`config.mk`:
```
export PLATFORM = sky130hd
export DESIGN_NAME = nco_phase_accumulator_mc
export DESIGN_NICKNAME = d
export VERILOG_FILES = /design/src/rtl/nco_pkg.sv /design/src/rtl/nco_channel.sv /design/src/rtl/nco_phase_accumulator_mc.sv
export SDC_FILE = /design/constraint.sdc
export NUM_CORES = 2
export LEC_CHECK = 0
export BUFFER_PORTS_ARGS = -buffer_cell sky130_fd_sc_hd__buf_2
export CAP_MARGIN = 30
export CORE_MARGIN = 5
export CORE_UTILIZATION = 50
export CTS_BUF_LIST = sky130_fd_sc_hd__clkbuf_16
export DETAILED_ROUTE_END_ITERATION = 6
export PLACE_DENSITY = 0.66
export SYNTH_ARGS = -nofsm -noshare
export SYNTH_HDL_FRONTEND = slang
export SYNTH_HIERARCHICAL = 1
export SYNTH_SLANG_ARGS = --single-unit
export TNS_END_PERCENT = 30
```
`constraint.sdc`:
```
create_clock -name clk -period 15.8 [get_ports clk]
set_clock_uncertainty 0.2 [all_clocks]
set_input_delay 1.58 -clock clk [delete_from_list [all_inputs] [get_ports clk]]
set_output_delay 1.58 -clock clk [all_outputs]
set_load 0.03 [all_outputs]
```
`src/rtl/nco_pkg.sv`:
```
// Shared types and constants for the multi-channel NCO phase accumulator.
// Holds the config register select codes, the per-channel sweep states and
// the dither LFSR constants used when NCO_PHASE_DITHER_EN is defined.
package nco_pkg;

   typedef enum logic [1:0] {
      FREQ   = 2'd0,
      OFFSET = 2'd1,
      STEP   = 2'd2,
      LIMIT  = 2'd3
   } cfg_sel_e;

   typedef enum logic [1:0] {
      STATIC   = 2'd0,
      SWEEPING = 2'd1,
      DONE     = 2'd2
   } sweep_state_e;

   // Galois taps for x^16+x^14+x^13+x^11+1, right-shifting form
   localparam logic [15:0] LFSR_POLY = 16'hB400;
   localparam logic [15:0] LFSR_SEED = 16'hACE1;

endpackage

```
`src/rtl/nco_channel.sv`:
```
// One NCO channel: shadow and active config registers, the phase
// accumulator, the registered phase output and the linear sweep FSM.
// The dither input is an already-aligned value added before truncation;
// it is tied to zero by the top when dithering is not built in.
module nco_channel
   import nco_pkg::*;
#(
   parameter int width     = 26,
   parameter int out_width = 12
) (
   input  logic                 clk,
   input  logic                 reset,
   input  logic                 enable,
   input  logic                 wr_en,
   input  cfg_sel_e             wr_sel,
   input  logic [width-1:0]     wr_data,
   input  logic                 update,
   input  logic                 sync_clear,
   input  logic [width-1:0]     dither,
   output logic [out_width-1:0] phase,
   output logic                 wrap,
   output logic                 sweep_done
);

   logic [width-1:0] freq_sh;
   logic [width-1:0] offset_sh;
   logic [width-1:0] step_sh;
   logic [width-1:0] limit_sh;

   logic [width-1:0] inc;
   logic [width-1:0] offset;
   logic [width-1:0] step;
   logic [width-1:0] limit;
   sweep_state_e     state;

   logic [width-1:0] acc;
   logic [width:0]   acc_sum;
   logic [width:0]   sweep_sum;
   logic [width-1:0] phase_sum;

   assign acc_sum    = {1'b0, acc} + {1'b0, inc};
   assign sweep_sum  = {1'b0, inc} + {1'b0, step};
   assign phase_sum  = acc + offset + dither;
   assign sweep_done = (state == DONE);

   // Shadow registers take accepted config writes addressed to this channel
   always_ff @(posedge clk or posedge reset) begin
      if (reset) begin
         freq_sh   <= '0;
         offset_sh <= '0;
         step_sh   <= '0;
         limit_sh  <= '0;
      end else if (wr_en) begin
         case (wr_sel)
            FREQ:    freq_sh   <= wr_data;
            OFFSET:  offset_sh <= wr_data;
            STEP:    step_sh   <= wr_data;
            default: limit_sh  <= wr_data;
         endcase
      end
   end

   // Commit copies shadow to active and restarts the sweep; otherwise a
   // running sweep steps inc towards limit, clamping on reach or overflow
   always_ff @(posedge clk or posedge reset) begin
      if (reset) begin
         inc    <= '0;
         offset <= '0;
         step   <= '0;
         limit  <= '0;
         state  <= STATIC;
      end else if (update) begin
         inc    <= freq_sh;
         offset <= offset_sh;
         step   <= step_sh;
         limit  <= limit_sh;
         state  <= ((step_sh != '0) && (freq_sh < limit_sh)) ? SWEEPING : STATIC;
      end else if ((state == SWEEPING) && enable) begin
         if (sweep_sum >= {1'b0, limit}) begin
            inc   <= limit;
            state <= DONE;
         end else begin
            inc   <= sweep_sum[width-1:0];
         end
      end
   end

   // Phase accumulator with carry-out pulse; sync_clear overrides enable
   always_ff @(posedge clk or posedge reset) begin
      if (reset) begin
         acc  <= '0;
         wrap <= 1'b0;
      end else if (sync_clear) begin
         acc  <= '0;
         wrap <= 1'b0;
      end else if (enable) begin
         acc  <= acc_sum[width-1:0];
         wrap <= acc_sum[width];
      end else begin
         wrap <= 1'b0;
      end
   end

   // Registered truncated phase of the offset (and optionally dithered) accumulator
   always_ff @(posedge clk or posedge reset) begin
      if (reset) begin
         phase <= '0;
      end else begin
         phase <= phase_sum[width-1 -: out_width];
      end
   end

endmodule

```
`src/rtl/nco_phase_accumulator_mc.sv`:
```
// Multi-channel NCO phase accumulator top level. Decodes config writes to
// the per-channel shadow registers, generates cfg_ready, and instantiates
// num_channels independent nco_channel blocks.
// Optional: define NCO_PHASE_DITHER_EN to add a shared 16-bit LFSR whose
// per-channel rotated low bits dither the phase before truncation.
module nco_phase_accumulator_mc
   import nco_pkg::*;
#(
   parameter int width        = 26,
   parameter int out_width    = 12,
   parameter int num_channels = 4,
   localparam int CHAN_W      = (num_channels > 1) ? $clog2(num_channels) : 1
) (
   input  logic                              clk,
   input  logic                              reset,
   input  logic                              enable,
   input  logic                              cfg_valid,
   output logic                              cfg_ready,
   input  logic [CHAN_W-1:0]                 cfg_chan,
   input  logic [1:0]                        cfg_sel,
   input  logic [width-1:0]                  cfg_data,
   input  logic                              update,
   input  logic [num_channels-1:0]           sync_clear,
   output logic [num_channels*out_width-1:0] phase_out,
   output logic [num_channels-1:0]           wrap,
   output logic [num_channels-1:0]           sweep_done
);

   logic cfg_fire;

   assign cfg_ready = !update;
   assign cfg_fire  = cfg_valid && cfg_ready;

`ifdef NCO_PHASE_DITHER_EN
   localparam int DW = ((width - out_width) < 16) ? (width - out_width) : 16;

   logic [15:0] lfsr;

   // Shared Galois LFSR, advancing only on cycles the accumulators advance
   always_ff @(posedge clk or posedge reset) begin
      if (reset) begin
         lfsr <= LFSR_SEED;
      end else if (enable) begin
         lfsr <= {1'b0, lfsr[15:1]} ^ (lfsr[0] ? LFSR_POLY : 16'h0000);
      end
   end
`endif

   for (genvar i = 0; i < num_channels; i++) begin : g_chan
      logic             wr_en;
      logic [width-1:0] dither;

      assign wr_en = cfg_fire && (cfg_chan == CHAN_W'(i));

`ifdef NCO_PHASE_DITHER_EN
      localparam int ROT = i % 16;
      logic [31:0] lfsr_dbl;
      logic [15:0] lfsr_rot;

      assign lfsr_dbl = {lfsr, lfsr};
      assign lfsr_rot = lfsr_dbl[16-ROT +: 16];

      // Low bits of this channel's rotated LFSR, zero-extended to width
      always_comb begin
         dither         = '0;
         dither[DW-1:0] = lfsr_rot[DW-1:0];
      end
`else
      assign dither = '0;
`endif

      nco_channel #(
         .width     (width),
         .out_width (out_width)
      ) u_chan (
         .clk        (clk),
         .reset      (reset),
         .enable     (enable),
         .wr_en      (wr_en),
         .wr_sel     (cfg_sel_e'(cfg_sel)),
         .wr_data    (cfg_data),
         .update     (update),
         .sync_clear (sync_clear[i]),
         .dither     (dither),
         .phase      (phase_out[i*out_width +: out_width]),
         .wrap       (wrap[i]),
         .sweep_done (sweep_done[i])
      );
   end

endmodule

```
After elaboration in Yosys (flattened, before gate mapping) --
Index checks and enable logic that the tools add are counted.
Cells by class: add/subtract/negate cells 12, multiply operators 0, div/mod/pow operators 0, $lt $le $gt $ge 8, eq/ne operators 13, shifts and indexed selects 0, mux-type cells 44, bitwise gates (word level) 1, reduce and logical (&&, ||, !) cells 53
Operator list (count):
- 26-bit 2-to-1 mux | 20
- 26-bit by 26-bit adder with 27-bit output | 8
- 27-bit by 26-bit >= comparator with 1-bit output | 4
- 26-bit adder | 4
- 26-bit less-than comparator | 4
- 26-bit nonzero test | 4
- 2-bit AND reduction | 20
- 2-bit 2-to-1 mux | 12
- 2-bit nonzero test | 12
- 2-bit == test (second input constant) | 7
- 1-bit logical AND | 13
- 2-bit by 1-bit == test with 1-bit output (second input constant) | 6
- 1-bit 2-to-1 mux | 12
- 2-bit zero test | 2
- 3-bit OR reduction | 1
- 1-bit zero test | 1
- 1-bit inverter | 1
Word-level totals: flip-flop bits (word level) 996, bits in latches 0, RAM bits 0, bits in read-only memories 0, bits of input ports 39, memories kept 0

Longest topological paths before layout --
word-level depth 5, gate-level depth with buffers 23

Hierarchy --
The synthesis kept the hierarchy.
By module, submodules not included:
- nco_channel (g_chan[0].u_chan) | instances 1, cells each 1320, area an instance 14631.5 um2, seq. area each 6231.0 um2
- nco_channel (g_chan[3].u_chan) | instances 1, cells each 1345, area an instance 14594.0 um2, seq. area each 6231.0 um2
- nco_channel (g_chan[2].u_chan) | instances 1, cells each 1279, area an instance 14432.6 um2, seq. area each 6231.0 um2
- nco_channel (g_chan[1].u_chan) | instances 1, cells each 1311, area an instance 14431.3 um2, seq. area each 6231.0 um2
- nco_phase_accumulator_mc | instances 1, cells each 6, area an instance 58.8 um2, seq. area each 0.0 um2

Worst setup path after synthesis --
Ideal clock, no wire load.
path kind flip-flop to flip-flop, from reg g_chan[3].u_chan.inc[0], to reg g_chan[3].u_chan.inc[15], data arrival time 4145 ps, required time 15482 ps, path slack 11337 ps, cell stages (with the launch flop) 24, buffers on the path 2, path through dfrtp_1 > ha_1 > inv_1 > fa_1 > nand2b_1 > a211oi_1 > o21ai_2 > a31oi_2 > a21o_1 > a32oi_1 > a31oi_1 > xnor2_1 > ha_1 > nand3_1 > a21oi_1 > a211oi_1 > o211ai_1 > a311o_1 > buf_6 > clkinv_2 > buf_6 > mux2i_1 > a211oi_1 > a21o_1
Between the ends: cells in the longest elaborated chain, start to end 5
Ends and longest elaborated chain:
- from (decl) | RTL line nco_channel.sv:30 | logic [width-1:0] inc;
- from (signal assigned) | RTL line nco_channel.sv:73 | inc <= freq_sh;
- from (signal assigned) | RTL line nco_channel.sv:80 | inc <= limit;
- from (signal assigned) | RTL line nco_channel.sv:83 | inc <= sweep_sum[width-1:0];
- 26-bit by 26-bit adder with 27-bit output (*) | RTL line nco_channel.sv:42 | assign sweep_sum = {1'b0, inc} + {1'b0, step};
- 27-bit by 26-bit >= comparator with 1-bit output | RTL line nco_channel.sv:79 | if (sweep_sum >= {1'b0, limit}) begin
- 26-bit 2-to-1 mux (*) | RTL line nco_channel.sv:79
- 26-bit 2-to-1 mux (*) | RTL line nco_channel.sv:78 | end else if ((state == SWEEPING) && enable) begin
- 26-bit 2-to-1 mux (*) | RTL line nco_channel.sv:72 | end else if (update) begin
Mark *: on every way between the ends. The rest lies on a longest branch, timed or not. The select of a mux whose other input is x is not followed. A chain may end at the register's enable or synchronous reset.

Worst setup path in the final report --
from reg g_chan[3].u_chan.inc[0], to reg g_chan[3].u_chan.inc[19]
Same word-level chain as after synthesis.

==> out/summary.txt <==
GPL Wtd Cong = 0.9002
main flop type after synthesis = dfrtp_1
Leakage = 31.04 nW
Die Area = 123200 sq um
htree depth = 3
Crit Reg-Reg Endpoint = g_chan[3].u_chan/inc[19]
Worst Setup End Kind = flop
fmax = 178.0 MHz
global-route wire length before repair = 237400 um
CP most frequent cell = ha_1
remaining global-route overflow = 0
Post-synth top cells = dfrtp_1, mux2_2, ha_1, nor2_1, nand2_1
Final Critical Period = 5619 ps
final worst-path cycle share = 35.57%
share of Yosys cell area claimed by the top area cell type = 42.86%
Die Ht = 351.0 um
Startpoint Class = flop
port bufs = 95
synthesis-stage register bit count = 996
Iter 0 DRT Violations = 3034
Max clock buf depth = 3
RSZ-0062 raised after global routing = false
Area growth, synth to finish = 10.18%
io pins = 96
CTS tree = yes
hold worst-path end = g_chan[1].u_chan/offset[18]
# DRC = 0
Comb pwr share = 46.1%
crit-path cells = ha_1 > inv_1 > fa_1 > nand2b_1 > a211oi_1 > o21ai_2 > a31oi_2 > a21o_1 > a32oi_1 > a31oi_1 > xnor2_1 > ha_1 > and4_1 > nand4_1 > nor2_1 > o211a_1 > a311o_1 > buf_4 > clkinv_2 > o21ai_0 > a21oi_1 > o31ai_1
total number of vias = 41430
PnR Total Power = 11.55 mW
count leader, synth = dfrtp_1
via/cell ratio = 5.871
Synth cell types = 112
First-pass DRT Iterations = 6
gr usage total = 24.55%
core outline area = 115900 sq um
Rows = 125
Least-Margin Pin Slew = 1017 ps
slowest CP cell = a211oi_1
count of pins over their slew limit = 0
min-delay worst type = reg -> reg
post-CTS sizing = 0
FF-to-FF Start = g_chan[3].u_chan/inc[0]
cell taking the most area after synthesis = dfrtp_1
routed len/inst = 21.43 um
Switching Share = 40.32%
post-DP HPWL = 104300 um
Nets = 6094
share of cells above drive strength 1 = 17.90%
clock share of power = 21.2%
Worst EP required = 16190 ps
Post-synth EDFFs = 0
clock-pin slew on the worst setup and hold paths = 60 ps
post-CTS setup buffer count = 0
Post-Route Utilization = 55.28%
Syn Inst Count = 5261
cell family with most CP delay = compound AO/OA/AOI/OAI gates
Horiz. Die Dim = 351.0 um
final hold vios = 0
pwr dens = 180.3 nW/um^2
Num Clock Sinks = 996
IR drop worst, VDD = 0.0001581 V
# fillers = 9916
run status = finished, final reports clean
Worst path max stage delay = 460 ps
largest net degree at the start of global routing = 124
number of max-cap violations = 0
Worst slew margin = 32.22%
clock latency on the worst-skew pair = 700 ps
Post-Syn Area per Cell = 11.05 sq um
FFs w/ async S/R, synth = 100.0%
TritonCTS buffer count = 108
Worst Path Buf+Inv = 3
top cells by area, synth = dfrtp_1, mux2_2, ha_1
Setup Total Neg Slack = 0 ps
Reg2Reg Setup Slack = 10180 ps
Data arrival, critical path = 6010 ps
initial antenna violation count = 14
cell area after synthesis = 58150 sq um
drt total wl = 151200 um
initial core utilization = 50.17%
Crit Path Max Fanout = 20
Flop pwr share = 32.7%
vias in the first global route = 41430
CTS hold repair buffers = 0
Int Pwr = 6.892 mW
DRT antenna net count = 0
critical path type = reg -> reg
final setup vio count = 0
worst hold-check slack = 280.5 ps
Synth Warn # = 6
sequential share of the synthesized area = 42.86%
Hold Crit Start = g_chan[1].u_chan/offset_sh[18]
reg2reg path depth = 22
NetSw = 4.657 mW
worst hold stages = 1
CTS Root Cell = clkbuf_16
cell families (layout without fill, tap and decap cells):
family	after synthesis	count (layout)	synth area share [%]
mux	741	741	14.10
xor+xnor	207	207	3.118
other cells	1	106	0.006449
fa+ha+maj	612	612	14.51
simple gates	1048	1048	8.600
flops	996	996	42.86
buf+inv	457	624	3.101
compound gates	1199	1199	13.70
power groups by stage:
stage	logic, mW	registers [mW]	clock network (mW)
after floorplan	4.07	3.71	0
after CTS	5.31	3.78	2.50
after global routing	5.97	3.86	2.60
final	5.32	3.78	2.44
after global placement	5.15	3.81	0
after detailed placement	5.26	3.82	0
cells in the final DEF (no fill, tap or decap), types with 104 or more instances in the layout:
cell type / count
dfrtp_1: 996
mux2_2: 623
ha_1: 508
nor2_1: 311
nand2_1: 298
inv_1: 297
a21oi_1: 282
o21ai_0: 274
xnor2_1: 142
a21o_1: 140
mux2i_1: 118
clkbuf_16: 110
conb_1: 104
fa_1: 104
how the worst max path moves through the flow:
stage	depth (start not counted)	endpoint	slack, ps	start
global placement	22	g_chan[3].u_chan/inc[24]	10390	g_chan[3].u_chan/inc[0]
finish	22	g_chan[3].u_chan/inc[19]	10180	g_chan[3].u_chan/inc[0]
detailed placement	22	g_chan[3].u_chan/inc[19]	10280	g_chan[3].u_chan/inc[0]
floorplan	1	g_chan[0].u_chan/acc[0]	7180	reset
CTS	22	g_chan[3].u_chan/inc[7]	10250	g_chan[3].u_chan/inc[0]
global route	22	g_chan[3].u_chan/inc[7]	9860	g_chan[3].u_chan/inc[0]
per-stage QoR:
step,std cells,worst slack (ps),cell area [sq um]
finish,7057,10180,64070
global route,7055,9865,64070
CTS,7054,10250,64040
detailed placement,6856,10280,60670
global placement,6854,10390,60620
floorplan,5364,7177,58530
flip-flops by register name (all words and copies together) (netlist names):
signal                   count
g_chan.u_chan/state          8
g_chan.u_chan/wrap           4
g_chan.u_chan/inc          104
g_chan.u_chan/phase         48
g_chan.u_chan/step_sh      104
g_chan.u_chan/limit        104
g_chan.u_chan/offset       104
g_chan.u_chan/step         104
g_chan.u_chan/limit_sh     104
g_chan.u_chan/acc          104
g_chan.u_chan/freq_sh      104
g_chan.u_chan/offset_sh    104
layout make-up:
cell class,count,area [sq um],area share [%]
clock inverters,88,611.8,0.9549
flip-flops and latches,996,24920,38.90
diodes,2,5.005,0.007811
repair buffers,141,897.1,1.400
inverters,285,1101,1.719
multi-input cells,3911,31870,49.75
clock buffers,110,2753,4.296
well taps,1524,1907,2.976
per-layer routing:
layer / part of all wire [%] / track usage [%] / up-vias
met3: 5.4 / 3.424 / 279
met2: 47 / 40.73 / 1014
met4: 4.2 / 9.727 / 0
li1: - / - / 19370
met5: 0 / 0 / -
met1: 43 / 32.77 / 20770
Power figures use the tool's default switching activity.
